--- config.mk ---
export PLATFORM = sky130hd
export DESIGN_NAME = dmem_arbiter_flat
export DESIGN_NICKNAME = d
export VERILOG_FILES = /design/src/rtl/dmem_arbiter_pkg.sv /design/src/rtl/dmem_arbiter_if.sv /design/src/rtl/dmem_arbiter_starve_counter.sv /design/src/rtl/dmem_arbiter.sv /design/src/flat_wrapper.sv
export SDC_FILE = /design/constraint.sdc
export NUM_CORES = 1
export LEC_CHECK = 0
export ABC_CLOCK_PERIOD_IN_PS = 2700
export CAP_MARGIN = 25
export CORE_AREA = 3 3 82 84
export CTS_CLUSTER_SIZE = 10
export DETAILED_ROUTE_END_ITERATION = 8
export DIE_AREA = 0 0 85 87
export DONT_BUFFER_PORTS = 1
export PLACE_DENSITY = 0.41
export SYNTH_ARGS = -nofsm -noshare
export SYNTH_HDL_FRONTEND = slang
export SYNTH_SLANG_ARGS = --single-unit
--- constraint.sdc ---
create_clock -name clock -period 2.7 [get_ports clock]
set_input_delay 0.27 -clock clock [delete_from_list [all_inputs] [get_ports clock]]
set_output_delay 0.27 -clock clock [all_outputs]
set_load 0.05 [all_outputs]
--- src/rtl/dmem_arbiter_pkg.sv ---
// Shared types and defaults for the data-memory arbiter.
package dmem_arb_pkg;

  localparam int DEF_ADDR_W   = 12;
  localparam int DEF_DATA_W   = 32;
  localparam int DEF_MAX_WAIT = 8;
  localparam int DEF_WAIT_W   = 4;

  // Who was granted the memory port in a given cycle.
  typedef enum logic [1:0] {
    OWN_NONE = 2'd0,
    OWN_CPU  = 2'd1,
    OWN_RD   = 2'd2
  } owner_t;

  // Arbiter FSM: NORMAL (CPU priority) or FORCE (one-cycle reader grant).
  typedef enum logic [0:0] {
    ST_NORMAL = 1'b0,
    ST_FORCE  = 1'b1
  } state_t;

endpackage

--- src/rtl/dmem_arbiter_if.sv ---
// Bus bundle between the CPU port, the board reader, the data memory and
// the arbiter. The arbiter uses the slave modport; the surroundings
// (processor, board display logic, dmem) drive the master side.
//
// Reader handshake: rd_req is a request that the reader holds stable
// (together with rd_addr) until it sees rd_ack high in the same cycle; the
// transfer happens on the rising edge where rd_req & rd_ack are both high.
// rd_valid follows exactly one cycle later with rd_data. CPU side: when
// cpu_stall is high the CPU must hold cpu_re/cpu_we/cpu_addr/cpu_wdata for
// the next cycle.
interface dmem_arbiter_if
  import dmem_arb_pkg::*;
#(
  parameter int ADDR_W = DEF_ADDR_W,
  parameter int DATA_W = DEF_DATA_W,
  parameter int WAIT_W = DEF_WAIT_W
);

  logic [ADDR_W-1:0] cpu_addr;
  logic [DATA_W-1:0] cpu_wdata;
  logic              cpu_we;
  logic              cpu_re;
  logic [DATA_W-1:0] cpu_rdata;
  logic              cpu_stall;

  logic              rd_req;
  logic [ADDR_W-1:0] rd_addr;
  logic              rd_ack;
  logic              rd_valid;
  logic [DATA_W-1:0] rd_data;

  logic [ADDR_W-1:0] mem_addr;
  logic [DATA_W-1:0] mem_wdata;
  logic              mem_we;
  logic [DATA_W-1:0] mem_rdata;

  // Debug view of internal state.
  logic [0:0]        dbg_state;
  logic [WAIT_W-1:0] dbg_wait_cnt;
  owner_t            dbg_owner;

  modport slave (
    input  cpu_addr, cpu_wdata, cpu_we, cpu_re, rd_req, rd_addr, mem_rdata,
    output cpu_rdata, cpu_stall, rd_ack, rd_valid, rd_data,
           mem_addr, mem_wdata, mem_we,
           dbg_state, dbg_wait_cnt, dbg_owner
  );

  modport master (
    output cpu_addr, cpu_wdata, cpu_we, cpu_re, rd_req, rd_addr, mem_rdata,
    input  cpu_rdata, cpu_stall, rd_ack, rd_valid, rd_data,
           mem_addr, mem_wdata, mem_we,
           dbg_state, dbg_wait_cnt, dbg_owner
  );

endinterface

--- src/rtl/dmem_arbiter_starve_counter.sv ---
// Saturating count of consecutive cycles in which the reader was denied.
// hit flags that the count is about to reach MAX_WAIT (MAX_WAIT >= 1 and
// 2**WAIT_W > MAX_WAIT are required).
module starve_counter #(
  parameter int MAX_WAIT = 8,
  parameter int WAIT_W   = 4
) (
  input  logic              clock,
  input  logic              reset,
  input  logic              inc,
  input  logic              clr,
  output logic              hit,
  output logic [WAIT_W-1:0] cnt
);

  localparam logic [WAIT_W-1:0] MAX_C = WAIT_W'(MAX_WAIT);

  logic [WAIT_W-1:0] cnt_d;

  // Next count: clear wins, otherwise increment up to MAX_WAIT and hold.
  always_comb begin
    cnt_d = cnt;
    if (clr) begin
      cnt_d = '0;
    end else if (inc && (cnt != MAX_C)) begin
      cnt_d = cnt + 1'b1;
    end
    hit = (cnt_d == MAX_C);
  end

  // Count register.
  always_ff @(posedge clock or posedge reset) begin
    if (reset) begin
      cnt <= '0;
    end else begin
      cnt <= cnt_d;
    end
  end

endmodule

--- src/rtl/dmem_arbiter.sv ---
// Arbitrates the single-port data memory between the CPU load/store port
// (priority) and the board reader. After MAX_WAIT consecutive denied reader
// cycles the arbiter spends one FORCE cycle granting the reader and
// stalling the CPU, so the reader is served within MAX_WAIT+1 cycles.
module dmem_arbiter
  import dmem_arb_pkg::*;
#(
  parameter int ADDR_W   = DEF_ADDR_W,
  parameter int DATA_W   = DEF_DATA_W,
  parameter int MAX_WAIT = DEF_MAX_WAIT,
  parameter int WAIT_W   = DEF_WAIT_W
) (
  input  logic           clock,
  input  logic           reset,
  dmem_arbiter_if.slave  bus
);

  localparam logic [0:0] S_NORMAL = 1'(ST_NORMAL);
  localparam logic [0:0] S_FORCE  = 1'(ST_FORCE);

  logic [0:0]        state_q;
  logic [0:0]        state_d;
  owner_t            owner_q;
  owner_t            grant;
  logic              cpu_act;
  logic              force_grant;
  logic              ack;
  logic              we;
  logic              stall;
  logic [ADDR_W-1:0] addr;
  logic [DATA_W-1:0] wdata;
  logic              cnt_inc;
  logic              cnt_clr;
  logic              cnt_hit;
  logic [WAIT_W-1:0] wait_cnt;

  assign cpu_act     = bus.cpu_re | bus.cpu_we;
  assign force_grant = (state_q == S_FORCE) && bus.rd_req;

  // Grant selection. FORCE with a live request goes to the reader and
  // suppresses any CPU store; otherwise the CPU has priority. Reset gates
  // every side-effecting output.
  always_comb begin
    addr  = bus.cpu_addr;
    we    = 1'b0;
    ack   = 1'b0;
    stall = 1'b0;
    grant = OWN_NONE;
    if (force_grant) begin
      addr  = bus.rd_addr;
      ack   = 1'b1;
      stall = cpu_act;
      grant = OWN_RD;
    end else if (cpu_act) begin
      we    = bus.cpu_we;
      grant = OWN_CPU;
    end else if (bus.rd_req) begin
      addr  = bus.rd_addr;
      ack   = 1'b1;
      grant = OWN_RD;
    end
    if (reset) begin
      we    = 1'b0;
      ack   = 1'b0;
      stall = 1'b0;
      grant = OWN_NONE;
    end
  end

  // Starvation tracking: count denied reader cycles; any ack, idle reader
  // or FORCE cycle restarts the count.
  assign cnt_inc = bus.rd_req & ~ack;
  assign cnt_clr = ~cnt_inc | (state_q == S_FORCE);

  starve_counter #(
    .MAX_WAIT (MAX_WAIT),
    .WAIT_W   (WAIT_W)
  ) u_starve_counter (
    .clock (clock),
    .reset (reset),
    .inc   (cnt_inc),
    .clr   (cnt_clr),
    .hit   (cnt_hit),
    .cnt   (wait_cnt)
  );

  // FSM next state: FORCE lasts exactly one cycle.
  always_comb begin
    state_d = S_NORMAL;
    if ((state_q == S_NORMAL) && cnt_hit) begin
      state_d = S_FORCE;
    end
  end

  // State and grant-owner registers.
  always_ff @(posedge clock or posedge reset) begin
    if (reset) begin
      state_q <= S_NORMAL;
      owner_q <= OWN_NONE;
    end else begin
      state_q <= state_d;
      owner_q <= grant;
    end
  end

  assign wdata = bus.cpu_wdata;

  assign bus.mem_addr     = addr;
  assign bus.mem_wdata    = wdata;
  assign bus.mem_we       = we;
  assign bus.rd_ack       = ack;
  assign bus.cpu_stall    = stall;
  assign bus.cpu_rdata    = bus.mem_rdata;
  assign bus.rd_data      = bus.mem_rdata;
  assign bus.rd_valid     = (owner_q == OWN_RD);
  assign bus.dbg_state    = state_q;
  assign bus.dbg_wait_cnt = wait_cnt;
  assign bus.dbg_owner    = owner_q;

endmodule

--- src/flat_wrapper.sv ---
// flat-port wrapper written by rule: the top's interface ports become plain ports
module dmem_arbiter_flat import dmem_arb_pkg::*;
#(
  parameter int ADDR_W   = DEF_ADDR_W,
  parameter int DATA_W   = DEF_DATA_W,
  parameter int MAX_WAIT = DEF_MAX_WAIT,
  parameter int WAIT_W   = DEF_WAIT_W
)
  (clock, reset, bus_cpu_addr, bus_cpu_wdata, bus_cpu_we, bus_cpu_re, bus_rd_req, bus_rd_addr, bus_mem_rdata, bus_cpu_rdata, bus_cpu_stall, bus_rd_ack, bus_rd_valid, bus_rd_data, bus_mem_addr, bus_mem_wdata, bus_mem_we, bus_dbg_state, bus_dbg_wait_cnt, bus_dbg_owner);
  dmem_arbiter_if #(.ADDR_W(ADDR_W), .DATA_W(DATA_W), .WAIT_W(WAIT_W)) bus_i ();
  input  logic clock;
  input  logic reset;
  input wire logic [$bits(bus_i.cpu_addr)-1:0] bus_cpu_addr;
  input wire logic [$bits(bus_i.cpu_wdata)-1:0] bus_cpu_wdata;
  input wire logic [$bits(bus_i.cpu_we)-1:0] bus_cpu_we;
  input wire logic [$bits(bus_i.cpu_re)-1:0] bus_cpu_re;
  input wire logic [$bits(bus_i.rd_req)-1:0] bus_rd_req;
  input wire logic [$bits(bus_i.rd_addr)-1:0] bus_rd_addr;
  input wire logic [$bits(bus_i.mem_rdata)-1:0] bus_mem_rdata;
  output wire logic [$bits(bus_i.cpu_rdata)-1:0] bus_cpu_rdata;
  output wire logic [$bits(bus_i.cpu_stall)-1:0] bus_cpu_stall;
  output wire logic [$bits(bus_i.rd_ack)-1:0] bus_rd_ack;
  output wire logic [$bits(bus_i.rd_valid)-1:0] bus_rd_valid;
  output wire logic [$bits(bus_i.rd_data)-1:0] bus_rd_data;
  output wire logic [$bits(bus_i.mem_addr)-1:0] bus_mem_addr;
  output wire logic [$bits(bus_i.mem_wdata)-1:0] bus_mem_wdata;
  output wire logic [$bits(bus_i.mem_we)-1:0] bus_mem_we;
  output wire logic [$bits(bus_i.dbg_state)-1:0] bus_dbg_state;
  output wire logic [$bits(bus_i.dbg_wait_cnt)-1:0] bus_dbg_wait_cnt;
  output wire logic [$bits(bus_i.dbg_owner)-1:0] bus_dbg_owner;
  assign bus_i.cpu_addr = bus_cpu_addr;
  assign bus_i.cpu_wdata = bus_cpu_wdata;
  assign bus_i.cpu_we = bus_cpu_we;
  assign bus_i.cpu_re = bus_cpu_re;
  assign bus_i.rd_req = bus_rd_req;
  assign bus_i.rd_addr = bus_rd_addr;
  assign bus_i.mem_rdata = bus_mem_rdata;
  assign bus_cpu_rdata = bus_i.cpu_rdata;
  assign bus_cpu_stall = bus_i.cpu_stall;
  assign bus_rd_ack = bus_i.rd_ack;
  assign bus_rd_valid = bus_i.rd_valid;
  assign bus_rd_data = bus_i.rd_data;
  assign bus_mem_addr = bus_i.mem_addr;
  assign bus_mem_wdata = bus_i.mem_wdata;
  assign bus_mem_we = bus_i.mem_we;
  assign bus_dbg_state = bus_i.dbg_state;
  assign bus_dbg_wait_cnt = bus_i.dbg_wait_cnt;
  assign bus_dbg_owner = bus_i.dbg_owner;
  dmem_arbiter #(.ADDR_W(ADDR_W), .DATA_W(DATA_W), .MAX_WAIT(MAX_WAIT), .WAIT_W(WAIT_W)) u_core (.clock(clock), .reset(reset), .bus(bus_i));
endmodule
-- Word-level counts from Yosys, hierarchy flattened
Index checks and enable logic that the tools add are counted.
- bits in registers: 7
- bits of input ports: 93
- output and inout bits: 119
- word-level logic and storage cells: 35
- $add $sub $neg: 1
- eq/ne operators: 3
- multiplexer cells: 19
- bitwise gates (word level): 6
- reduce and logical (&&, ||, !) cells: 3
- operators with widths (kind ; count):
    $mux 12 ; 3
    $mux 1 ; 10
    $mux 2 ; 4
    $mux 4 ; 2
    $add 4x1->4 const B ; 1
    $eq 4x4->1 const B ; 1
    $ne 4x4->1 const B ; 1
    $logic_and 1x1->1 ; 3
    $not 1->1 ; 3
    $eq 2x2->1 const B ; 1
    $or 1x1->1 ; 2
    $and 1x1->1 ; 1

-- Longest topological paths before layout
- word-level depth: 12
- gate-level depth with buffers: 6
- mapped depth without buffers: 6

-- By module
Synthesis repeated with hierarchy kept, for this count alone.
- cell total of the unflattened synthesis: 156
- area, all modules: 1365.1 um^2
- by module, submodules not included (module ; instances ; cells each ; area each (um^2) ; sequential area each (um^2)):
    dmem_arbiter ; 1 ; 126 ; 1081.0 ; 75.1
    starve_counter ; 1 ; 30 ; 284.0 ; 100.1

-- Worst setup path after synthesis
Ideal clock, no wire load.
- path type: reg-to-output
- start: register u_core.state_q, in the netlist u_core.bus.dbg_state
- end: output port bus_cpu_stall
- data arrival time: 1.866 ns
- data required time: 2.430 ns
- setup slack: 0.564 ns
- cell stages (with the launch flop): 3
- path buffers: 0
- path through: dfrtp_1 nand2_1 nor3_1
- word-level cells in the longest chain between the ends: 3
- RTL lines (what ; line ; text):
    start, declared ; dmem_arbiter.sv:21 ; logic [0:0] state_q;
    start signal, assigned ; dmem_arbiter.sv:101 ; state_q <= state_d;
    $logic_and 1x1->1 ; dmem_arbiter.sv:38 ; assign force_grant = (state_q == S_FORCE) && bus.rd_req;
    $mux 1 ; dmem_arbiter.sv:49 ; if (force_grant) begin
    $mux 1 ; dmem_arbiter.sv:62 ; if (reset) begin
    end, declared ; flat_wrapper.sv:21 ; output wire logic [$bits(bus_i.cpu_stall)-1:0] bus_cpu_stall;
Every way passes these cells.

-- Worst setup path in the final report
- start: register u_core.u_starve_counter.cnt[0]
- end: register u_core.state_q, in the netlist u_core.bus.dbg_state
- word-level cells in the longest chain between the ends: 7
- elaborated cells on any way between the ends: 8
- classes of those cells: 1 x add/sub; 2 x eq/ne; 3 x mux; 2 x reduce/logical
- RTL lines (what ; line ; text):
    start, declared ; dmem_arbiter_starve_counter.sv:13 ; output logic [WAIT_W-1:0] cnt
    start signal, assigned ; dmem_arbiter_starve_counter.sv:36 ; cnt <= cnt_d;
    branches (longest 2 deep; another with $add 4x1->4) ; -- ;
    $mux 4 (*) ; dmem_arbiter_starve_counter.sv:25 ; end else if (inc && (cnt != MAX_C)) begin
    $mux 4 (*) ; dmem_arbiter_starve_counter.sv:23 ; if (clr) begin
    $eq 4x4->1 (*) ; dmem_arbiter_starve_counter.sv:28 ; hit = (cnt_d == MAX_C);
    $logic_and 1x1->1 (*) ; dmem_arbiter.sv:90 ; if ((state_q == S_NORMAL) && cnt_hit) begin
    $mux 1 (*) ; dmem_arbiter.sv:90 ;
    net u_core.state_d ; dmem_arbiter.sv:22 ; logic [0:0] state_d;
Mark *: on every way through the listed nets, which the timed path passes.

==> impl_summary.log <==
[metrics] filler cell count: 683
[metrics] Remaining Overflow, GRT: 0
[metrics] number of unique standard cell types used by synthesis: 26
[metrics] worst-margin pin slew: 0.9567 ns
[metrics] Avg WL per Cell: 18.14 um
[metrics] Clock H-tree levels: 1
[metrics] status: complete, no violations
[metrics] CP required: 2.86 ns
[metrics] leakage power of the design: 0.3040 nW
[metrics] root buffer cell: sky130_fd_sc_hd__clkbuf_8
[metrics] maximum number of pins on one net before global-route repair: 14
[metrics] remaining antenna violation count: 0
[metrics] initial antenna violation count: 0
[metrics] Layout Cells excl Fill: 139
[metrics] horizontal die dimension: 85 um
[metrics] number of remaining DRC errors: 0
[metrics] die height: 87 um
[metrics] vias in the first global route: 617
[metrics] routed wire length: 2.522 mm
[metrics] max capacitance violation total: 0
[metrics] number of top-level pins: 212
[metrics] total routing resource utilization after global routing: 6.442%
[metrics] buffers inserted by post-CTS timing repair: 0
[metrics] area of the placeable core: 5991 um2
[metrics] Resized cells post-CTS: 0
[metrics] signal arrival time at the worst endpoint: 2.13 ns
[metrics] Post-Place Cells: 134
[metrics] share of the yosys chip area belonging to registers: 13.69%
[metrics] post-DR vias/cell: 3.978
[metrics] crit path time final: 1.964 ns
[metrics] endpoints failing hold: 0
[metrics] quantity of I/O buffers inserted on ports: 0
[metrics] ratio of final minimum period to clock period: 72.73%
[metrics] First-pass DRT Iterations: 4
[metrics] setup clock skew after layout: 0.002057 ns
[metrics] post-synthesis instance area: 1280 um2
[metrics] number of buffers inserted during clock tree synthesis: 3
[metrics] maximum clock rate: 0.5093 GHz
[metrics] number of synthesized register bits: 7
[metrics] Post-Syn Instances: 152
[metrics] Post-Syn Nets: 247
[metrics] maximum number of buffers from clock root to sink: 2
[metrics] Avg Cell Area, Syn: 8.421 um2
[metrics] Setup-failing EPs final: 0
[metrics] clock latency of the later-clocked register in the worst-skew pair: 0.23 ns
[metrics] Std-Cell Rows: 28
[metrics] CTS tree: built
[metrics] n_diodes: 0
[metrics] leading cell type in the layout, fill and taps excluded: sky130_fd_sc_hd__mux2_2
[metrics] detailed router's first-iteration violation count: 23
[metrics] Initial Utilization: 21.37%
[metrics] Sum Neg Setup Slack: 0 ns
[metrics] highest-count cells in the layout ignoring fill and taps: sky130_fd_sc_hd__mux2_2 (12), sky130_fd_sc_hd__nor2_1 (7), sky130_fd_sc_hd__dfrtp_1 (7), sky130_fd_sc_hd__buf_4 (4)
[metrics] proportion of layout cells with a drive suffix above 1: 39.06%
[metrics] largest vdd supply drop: 0.09456 mV
[metrics] Max FO, Critical Path: 4
[metrics] fin. max-slew vios: 0
[metrics] DP Wirelength: 2.176 mm
[metrics] Power Dens Cells: 578.6 nW/um2
[metrics] classification of the worst setup path: reg2reg
[metrics] remaining max-slew budget at the tightest pin: 35.99%
[metrics] clk sinks: 7
[metrics] placer congestion estimate: 0.5997
[metrics] Layout Area Growth over Synthesis: -42.52%
[metrics] Die Footprint: 7395 um2
[metrics] first-pass GRT wire length: 3.539 mm
[metrics] hold buffer count at CTS: 1
[metrics] RSZ-0062 raised after global routing: no
[metrics] post-CTS clock slew at the launch and capture registers of the worst setup and hold paths: 0.04 ns
[metrics] count of synthesis-stage warnings from yosys: 0
[metrics] Setup crit start kind: flop
[metrics] element type at the critical path end: flop
[metrics] Nets: 160
[metrics] worst hold-check path type: in2reg
[metrics] Total Power Consumption: 0.4257 mW
[metrics] total number of vias: 553
## layer usage
layer  share of wire (%)  track usage [%]  up-vias
li1                    -                -      217
met1                  33            6.346      247
met2                  44            9.887       67
met3                  19            4.352       22
met4                 4.0            4.173        0
met5                   0                0        -
## sequential cells by signal (all words and copies together) (netlist names)
| signal | flops |
|---|---|
| u_core.u_starve_counter.cnt | 4 |
| u_core.bus.dbg_state | 1 |
| u_core.bus.dbg_owner | 2 |
## cells by family (layout without fill, tap and decap cells)
group	count (synthesis)	in the layout	synth area share, %
compound gates	8	8	5.474
flops	7	7	13.69
buf+inv	101	13	58.06
fa+ha+maj	2	2	1.955
xor+xnor	3	3	2.053
mux	13	13	11.34
simple gates	18	18	7.429
## metrics by stage
step	instance area (um2)	worst slack (ns)	util [%]	hold slack, ns
after floorplan	1280	0.5637	-	0.04237
after global placement	680.7	0.8430	11.36	0.09174
after detailed placement	680.7	0.7404	11.36	0.09255
after CTS	735.7	0.7030	12.28	0.1447
after global routing	735.7	0.5866	12.28	0.1390
final	735.7	0.7363	12.28	0.1411
## synth_stat cells
cell type	count	area, um2
sky130_fd_sc_hd__a211o_1	1	8.760
sky130_fd_sc_hd__and3b_1	1	8.760
sky130_fd_sc_hd__ha_1	2	25.02
sky130_fd_sc_hd__nor2_1	7	26.28
sky130_fd_sc_hd__mux2i_1	1	10.01
sky130_fd_sc_hd__dfrtp_1	7	175.2
sky130_fd_sc_hd__a211oi_2	1	12.51
sky130_fd_sc_hd__xor2_1	2	17.52
sky130_fd_sc_hd__inv_2	1	3.750
sky130_fd_sc_hd__nand2_1	1	3.750
sky130_fd_sc_hd__inv_1	3	11.26
sky130_fd_sc_hd__mux2_2	12	135.1
sky130_fd_sc_hd__o21ai_2	1	8.760
sky130_fd_sc_hd__o21ai_0	1	5.000
sky130_fd_sc_hd__xnor2_1	1	8.760
sky130_fd_sc_hd__and3_2	1	7.510
sky130_fd_sc_hd__o311a_1	1	10.01
sky130_fd_sc_hd__nand3b_1	1	7.510
sky130_fd_sc_hd__nor3b_1	2	15.01
sky130_fd_sc_hd__nor2b_1	1	6.260
sky130_fd_sc_hd__o211ai_1	1	7.510
sky130_fd_sc_hd__nor3_1	3	15.01
sky130_fd_sc_hd__nand3_1	1	5.000
sky130_fd_sc_hd__buf_4	97	728.2
sky130_fd_sc_hd__o21ba_2	1	10.01
sky130_fd_sc_hd__a211oi_1	1	7.510
## critical path, cell delays in order (launching register included)
cell                       delay (ns)
sky130_fd_sc_hd__dfrtp_1         0.67
sky130_fd_sc_hd__inv_1           0.21
sky130_fd_sc_hd__ha_1            0.28
sky130_fd_sc_hd__nor3b_1         0.21
sky130_fd_sc_hd__a211oi_1        0.09
sky130_fd_sc_hd__a211oi_2        0.25
sky130_fd_sc_hd__o311a_1         0.19
## final timing paths
kind                                           startpoint                        endpoint  slack [ns]  cells past startpoint
min in group asynchronous                           reset         u_core.bus.dbg_owner[0]        0.42                      2
max in group asynchronous                           reset  u_core.u_starve_counter.cnt[2]        2.09                      2
setup reg to reg           u_core.u_starve_counter.cnt[0]            u_core.bus.dbg_state        0.74                      6
setup / recovery           u_core.u_starve_counter.cnt[0]            u_core.bus.dbg_state        0.74                      6
hold reg to reg            u_core.u_starve_counter.cnt[1]  u_core.u_starve_counter.cnt[1]        0.81                      4
hold / removal                                      reset         u_core.bus.dbg_owner[0]        0.14                      1
## cell type report
| type | count | area [um2] | area share, % |
|---|---|---|---|
| Timing Repair Buffer | 5 | 40.04 | 5.442 |
| Multi-Input combinational cell | 44 | 366.6 | 49.83 |
| Tap cell | 75 | 93.84 | 12.76 |
| Clock buffer | 4 | 45.04 | 6.122 |
| Sequential cell | 7 | 175.2 | 23.81 |
| Inverter | 4 | 15.01 | 2.041 |
## power by group
part	total, mW	switching [mW]	internal [mW]	leakage, nW
logic	0.143	0.107	0.0360	0.188
clock network	0.151	0.0482	0.102	0.0228
registers	0.132	0.0202	0.112	0.0929
total	0.426	0.176	0.250	0.304
No activity file was read; power rests on OpenSTA's default activity.
